**src/rtl/spram_responder.sv**
```systemverilog
// -----------------------------------------------------------------------------
// spram_responder
//
// Behavioural single-port synchronous RAM that answers the ram_en / ram_we /
// ram_addr / ram_wr_data / ram_rd_data request interface used by the ram_rw
// style access generators. It replaces a vendor memory core so that initiator
// blocks can be simulated and synthesised on their own.
//
// After every reset the array is swept to INIT_VAL, one word per clock. While
// the sweep runs, requests are ignored. Once the sweep is finished, init_done
// is raised and requests are served. Reads go through a pipeline of 1 or 2
// register stages that carries a valid strobe. Accepted writes and reads are
// counted in saturating 16-bit counters, which help during bring-up.
//
// Ports:
//   clk           in   1       single clock, rising edge
//   rst           in   1       synchronous active-high reset
//   ram_en        in   1       access request, sampled every edge
//   ram_we        in   1       1 = write, 0 = read (ignored when ram_en = 0)
//   ram_addr      in   ADDR_W  word address
//   ram_wr_data   in   DATA_W  write data
//   ram_rd_data   out  DATA_W  registered read data, holds between reads
//   ram_rd_valid  out  1       one-cycle strobe, ram_rd_data is new
//   init_done     out  1       clearing sweep finished
//   wr_cnt        out  16      accepted writes, saturating
//   rd_cnt        out  16      accepted reads, saturating
// -----------------------------------------------------------------------------
module spram_responder #(
    parameter int                ADDR_W       = 5,
    parameter int                DATA_W       = 8,
    parameter int                READ_LATENCY = 1,
    parameter int                WRITE_MODE   = 0,
    parameter logic [DATA_W-1:0] INIT_VAL     = '0
) (
    input  logic              clk,
    input  logic              rst,
    input  logic              ram_en,
    input  logic              ram_we,
    input  logic [ADDR_W-1:0] ram_addr,
    input  logic [DATA_W-1:0] ram_wr_data,
    output logic [DATA_W-1:0] ram_rd_data,
    output logic              ram_rd_valid,
    output logic              init_done,
    output logic [15:0]       wr_cnt,
    output logic [15:0]       rd_cnt
);

    localparam int                DEPTH     = 1 << ADDR_W;
    localparam logic [ADDR_W-1:0] LAST_ADDR = ADDR_W'(DEPTH - 1);
    localparam logic [15:0]       CNT_MAX   = 16'hFFFF;

    typedef enum logic {
        ST_INIT,
        ST_READY
    } state_t;

    state_t            state_q, state_d;
    logic [ADDR_W-1:0] ptr_q, ptr_d;
    logic [15:0]       wrCnt_q, wrCnt_d;
    logic [15:0]       rdCnt_q, rdCnt_d;

    logic [DATA_W-1:0] mem_q [DEPTH];

    logic              memWe;
    logic [ADDR_W-1:0] memWAddr;
    logic [DATA_W-1:0] memWData;
    logic              rdIssue;
    logic [DATA_W-1:0] rdIssueData;

    logic              s1Valid_q, s2Valid_q;
    logic [DATA_W-1:0] s1Data_q, s2Data_q;

    // State register, sweep pointer and counters.
    always_ff @(posedge clk) begin
        if (rst) begin
            state_q <= ST_INIT;
            ptr_q   <= '0;
            wrCnt_q <= '0;
            rdCnt_q <= '0;
        end else begin
            state_q <= state_d;
            ptr_q   <= ptr_d;
            wrCnt_q <= wrCnt_d;
            rdCnt_q <= rdCnt_d;
        end
    end

    // Next-state logic and request decode. The sweep owns the write port while
    // in INIT. In READY, accepted requests drive the write port and the read
    // issue. Because the memory updates with a non-blocking assignment,
    // rdIssueData taken from mem_q here is the old word. That old word is
    // exactly what the read-first mode returns on a write.
    always_comb begin
        state_d     = state_q;
        ptr_d       = ptr_q;
        wrCnt_d     = wrCnt_q;
        rdCnt_d     = rdCnt_q;
        memWe       = 1'b0;
        memWAddr    = ptr_q;
        memWData    = INIT_VAL;
        rdIssue     = 1'b0;
        rdIssueData = mem_q[ram_addr];

        case (state_q)
            ST_INIT: begin
                memWe = 1'b1;
                if (ptr_q == LAST_ADDR) begin
                    state_d = ST_READY;
                end else begin
                    ptr_d = ptr_q + 1'b1;
                end
            end
            ST_READY: begin
                if (ram_en) begin
                    if (ram_we) begin
                        memWe    = 1'b1;
                        memWAddr = ram_addr;
                        memWData = ram_wr_data;
                        if (wrCnt_q != CNT_MAX) begin
                            wrCnt_d = wrCnt_q + 16'd1;
                        end
                        if (WRITE_MODE == 1) begin
                            rdIssue     = 1'b1;
                            rdIssueData = ram_wr_data;
                        end else if (WRITE_MODE == 0) begin
                            rdIssue = 1'b1;
                        end
                    end else begin
                        rdIssue = 1'b1;
                        if (rdCnt_q != CNT_MAX) begin
                            rdCnt_d = rdCnt_q + 16'd1;
                        end
                    end
                end
            end
            default: begin
                state_d = ST_INIT;
            end
        endcase
    end

    // Storage array. It has no reset of its own, because the sweep rewrites
    // every word. The write is blocked while rst is high, so a request that
    // arrives together with reset is dropped.
    always_ff @(posedge clk) begin
        if (!rst && memWe) begin
            mem_q[memWAddr] <= memWData;
        end
    end

    // Read pipeline. Each data register loads only when its valid loads, so
    // the output holds its last value between reads. Reset clears every
    // valid bit, which discards reads that are still in flight.
    always_ff @(posedge clk) begin
        if (rst) begin
            s1Valid_q <= 1'b0;
            s1Data_q  <= '0;
            s2Valid_q <= 1'b0;
            s2Data_q  <= '0;
        end else begin
            s1Valid_q <= rdIssue;
            if (rdIssue) begin
                s1Data_q <= rdIssueData;
            end
            s2Valid_q <= s1Valid_q;
            if (s1Valid_q) begin
                s2Data_q <= s1Data_q;
            end
        end
    end

    assign ram_rd_data  = (READ_LATENCY == 2) ? s2Data_q  : s1Data_q;
    assign ram_rd_valid = (READ_LATENCY == 2) ? s2Valid_q : s1Valid_q;
    assign init_done    = (state_q == ST_READY);
    assign wr_cnt       = wrCnt_q;
    assign rd_cnt       = rdCnt_q;

endmodule

```
**config.mk**
```make
export PLATFORM = sky130hd
export DESIGN_NAME = spram_responder
export DESIGN_NICKNAME = d
export VERILOG_FILES = /design/src/rtl/spram_responder.sv
export SDC_FILE = /design/constraint.sdc
export NUM_CORES = 1
export LEC_CHECK = 0
export CAP_MARGIN = 0
export CORE_ASPECT_RATIO = 0.75
export CORE_MARGIN = 1
export CORE_UTILIZATION = 35
export DETAILED_ROUTE_END_ITERATION = 8
export PLACE_DENSITY_LB_ADDON = 0.15
export SYNTH_ARGS = -nofsm -noshare
export SYNTH_HDL_FRONTEND = slang
export SYNTH_SLANG_ARGS = --single-unit
```
**constraint.sdc**
```tcl
create_clock -name clk -period 6.65 [get_ports clk]
set_clock_uncertainty 0.1 [all_clocks]
set_input_delay 1.33 -clock clk [delete_from_list [all_inputs] [get_ports clk]]
set_output_delay 1.33 -clock clk [all_outputs]
set_load 0.02 [all_outputs]
```
==> results.json <==
{
  "asyncSetResetFlopFracSynth_pct": 0,
  "number_of_antenna_violations_at_the_first_check_in_global_routing": 1,
  "clk_path_buf_depth": 3,
  "grt.overflow.total": 0,
  "globalplace.congestion": 0.773,
  "final_hold_viol_count": 0,
  "drc": 0,
  "first_pass_iters": 5,
  "finalSetupViolations": 0,
  "portion_of_synthesized_cell_area_occupied_by_the_leading_cell_type_pct": 61.7,
  "slew_headroom_pct": 37.9,
  "setup_tns_ns": 0,
  "drive_gt1_share_pct": 7.89,
  "cts.clk_slew.worst_paths_ns": 0.07,
  "drc_violation_total_after_the_first_tritonroute_iteration": 677,
  "synth.cell_area_sq_mm": 0.0125,
  "critPathArrivalTime_ns": 4.01,
  "startpoint_type": "input pin",
  "grt_first_pass_wirelength_microns": 45400,
  "status": "completed",
  "syn_warnings": 0,
  "post_route_utilization_pct": 41.0,
  "synthesized_flop_and_latch_total": 303,
  "numPlacedInstances": 1319,
  "via_per_inst": 5.22,
  "cellLeakagePower_nw": 4.42,
  "grt_max_degree": 93,
  "worst_pin_slew_ns": 0.930,
  "detailed_place_hpwl_microns": 19300,
  "place_area_sq_mm": 0.0134,
  "fin_crit_ns": 3.93,
  "timing.final.max_slew_violations": 0,
  "die-area_sq_mm": 0.0364,
  "synth_nets": 866,
  "synth_area_per_cell_sq_um": 14.7,
  "chipHeight_microns": 165,
  "vias": 7156,
  "number_of_global_route_vias_before_repair": 6790,
  "initial_utilization_pct": 35.8,
  "worst_hold_path_type": "reg2reg",
  "port_buffers": 58,
  "chipWidth_microns": 220,
  "final_min_period_over_clock_period_pct": 59.1,
  "tritoncts": "done",
  "max_cap_viol_count": 0,
  "layout.nets": 914,
  "synth.largest_area_cell": "sky130_fd_sc_hd__edfxtp_1",
  "power-per-cell-area_mw_per_mm2": 264,
  "reg2reg_slack_ns": 3.39,
  "clock_latency_ns": 0.56,
  "final-instance-count-excl-fill": 1370,
  "flow.area_growth_from_synthesis_pct": 14.6,
  "synth_cell_type_count": 48,
  "irDropWorstVdd_mv": 0.169,
  "track_usage_pct": 17.2,
  "post_cts.resized_instances": 0,
  "cts.repair_timing.setup_buffer_count": 0,
  "timing_worst_setup_path_type": "in2reg",
  "crit_path_max_fanout": 22,
  "routed_antenna_nets": 0,
  "insertedDiodeCount": 0,
  "cts-buffers-inserted": 29,
  "routed_wirelength_microns": 30700,
  "cts_root_buffer": "sky130_fd_sc_hd__clkbuf_16",
  "h-tree-depth": 1,
  "num_io_pins": 59,
  "stdcell_area_sq_mm": 0.0143,
  "row_count": 59,
  "synthesis.instances": 845,
  "ys_dominant_reg_cell": "sky130_fd_sc_hd__edfxtp_1",
  "placeableCoreArea_sq_mm": 0.0348,
  "rsz0062_at_grt": "false",
  "timing.critical_path.to_type": "register",
  "cts-hold-fix-buffers": 0,
  "synth_enable_flop_cells": 256,
  "route.detailed.wl_per_inst_microns": 22.4,
  "wp_data_required_ns": 6.73,
  "clkSinkCount": 303,
  "synth.yosys.seq_area_share_pct": 69.3,
  "fmaxAchievable_mhz": 254,
  "synth.top_cells.by_area": "sky130_fd_sc_hd__edfxtp_1 (62%), sky130_fd_sc_hd__mux2i_1 (11%), sky130_fd_sc_hd__dfxtp_1 (7.6%)"
}
==> final timing paths <==
kind / from / endpoint / cells past startpoint
max: ram_en / mem_q[15][4] / 5
min: rd_cnt[8] / rd_cnt[8] / 2
max reg2reg: init_done / mem_q[15][4] / 4
min reg2reg: rd_cnt[8] / rd_cnt[8] / 2
==> Yosys cell counts, types with 4 or more instances <==
master                       n
sky130_fd_sc_hd__a211oi_1    7
sky130_fd_sc_hd__a211oi_2    8
sky130_fd_sc_hd__a21oi_1    41
sky130_fd_sc_hd__a22oi_1    64
sky130_fd_sc_hd__and2_1     12
sky130_fd_sc_hd__and3_1      5
sky130_fd_sc_hd__buf_1       4
sky130_fd_sc_hd__buf_2       5
sky130_fd_sc_hd__buf_6       4
sky130_fd_sc_hd__buf_8       4
sky130_fd_sc_hd__clkbuf_1   25
sky130_fd_sc_hd__dfxtp_1    47
sky130_fd_sc_hd__edfxtp_1  256
sky130_fd_sc_hd__ha_1        4
sky130_fd_sc_hd__inv_1       6
sky130_fd_sc_hd__mux2i_1   132
sky130_fd_sc_hd__nand2_1    33
sky130_fd_sc_hd__nand3_1     9
sky130_fd_sc_hd__nand3b_1    4
sky130_fd_sc_hd__nand4_1     7
sky130_fd_sc_hd__nor2_1     77
sky130_fd_sc_hd__nor2b_1     4
sky130_fd_sc_hd__nor4_1      5
sky130_fd_sc_hd__o21ai_0     6
sky130_fd_sc_hd__or4_1      10
sky130_fd_sc_hd__xnor2_1    15
sky130_fd_sc_hd__xor2_1     10
==> per-layer routing <==
layer	track usage, %	wire, microns
met5	0	13
met3	2.93	1480
met2	24.5	13000
met4	3.73	512
met1	26.9	15700
==> cells in the final DEF (no fill, tap or decap), types with 6 or more instances in the layout <==
master / netlist / routed
sky130_fd_sc_hd__clkinv_2: 0 / 6
sky130_fd_sc_hd__mux2i_1: 132 / 132
sky130_fd_sc_hd__nor2_1: 77 / 76
sky130_fd_sc_hd__dfxtp_1: 47 / 47
sky130_fd_sc_hd__xnor2_1: 15 / 15
sky130_fd_sc_hd__a211oi_1: 7 / 7
sky130_fd_sc_hd__a211oi_2: 8 / 8
sky130_fd_sc_hd__a22oi_1: 64 / 64
sky130_fd_sc_hd__buf_4: 2 / 7
sky130_fd_sc_hd__clkdlybuf4s50_1: 0 / 56
sky130_fd_sc_hd__clkbuf_16: 0 / 29
sky130_fd_sc_hd__or4_1: 10 / 10
sky130_fd_sc_hd__nand4_1: 7 / 7
sky130_fd_sc_hd__and2_2: 0 / 6
sky130_fd_sc_hd__a21oi_1: 41 / 41
sky130_fd_sc_hd__nand3_1: 9 / 9
sky130_fd_sc_hd__and2_1: 12 / 6
sky130_fd_sc_hd__o21ai_0: 6 / 6
sky130_fd_sc_hd__xor2_1: 10 / 10
sky130_fd_sc_hd__nand2_1: 33 / 33
sky130_fd_sc_hd__edfxtp_1: 256 / 256
sky130_fd_sc_hd__inv_1: 6 / 6
sky130_fd_sc_hd__clkbuf_1: 25 / 8
==> logic make-up (layout without fill, tap and decap cells) <==
logic type / count (synthesis) / count (layout) / synth area share, %
flip-flops: 303 / 303 / 69.3
AND/OR/NAND/NOR: 182 / 182 / 7.08
AO/OA/AOI/OAI: 144 / 144 / 8.18
multiplexers: 132 / 132 / 10.6
buffers and inverters: 55 / 123 / 2.72
XOR/XNOR: 25 / 25 / 1.76
adder cells (fa/ha/maj): 4 / 4 / 0.402
==> per-stage QoR <==
| stage | setup WS, ns | power [mW] | hold slack (ns) |
|---|---|---|---|
| 2_1_floorplan | 3.48 | 2.18 | 0.383 |
| 3_3_place_gp | 2.16 | 2.22 | 0.396 |
| 3_5_place_dp | 2.14 | 2.22 | 0.391 |
| 4_1_cts | 2.74 | 3.80 | 0.402 |
| 5_1_grt | 2.58 | 3.89 | 0.434 |
| 6_report | 2.72 | 3.77 | 0.401 |
==> critical path, stage by stage <==
cell	delay (ns)
sky130_fd_sc_hd__clkdlybuf4s50_1	0.50
sky130_fd_sc_hd__and3_1	0.66
sky130_fd_sc_hd__mux2i_1	0.62
sky130_fd_sc_hd__nand2_1	0.22
sky130_fd_sc_hd__nor2_1	0.67
==> layout make-up <==
cell class                 count  area (sq um)
clock buffer                  38           769
clock inverter                13           121
fill                        3233         20600
inverter                       6          22.5
multi-input combinational    487          3510
sequential                   303          8630
tap                          457           572
timing repair buffer          66           649
==> flip-flops by register name, indices dropped and copies added, names as in the netlist <==
signal,cells
ptr_q,5
init_done,1
wr_cnt,16
rd_cnt,16
mem_q,256
ram_rd_data,8
ram_rd_valid,1
==> power by group <==
group	internal (mW)	switching, mW
Clock	0.889	0.704
Combinational	0.0459	0.0823
Sequential	2.04	0.00497
Total	2.98	0.791
No activity file was read; power rests on OpenSTA's default activity.
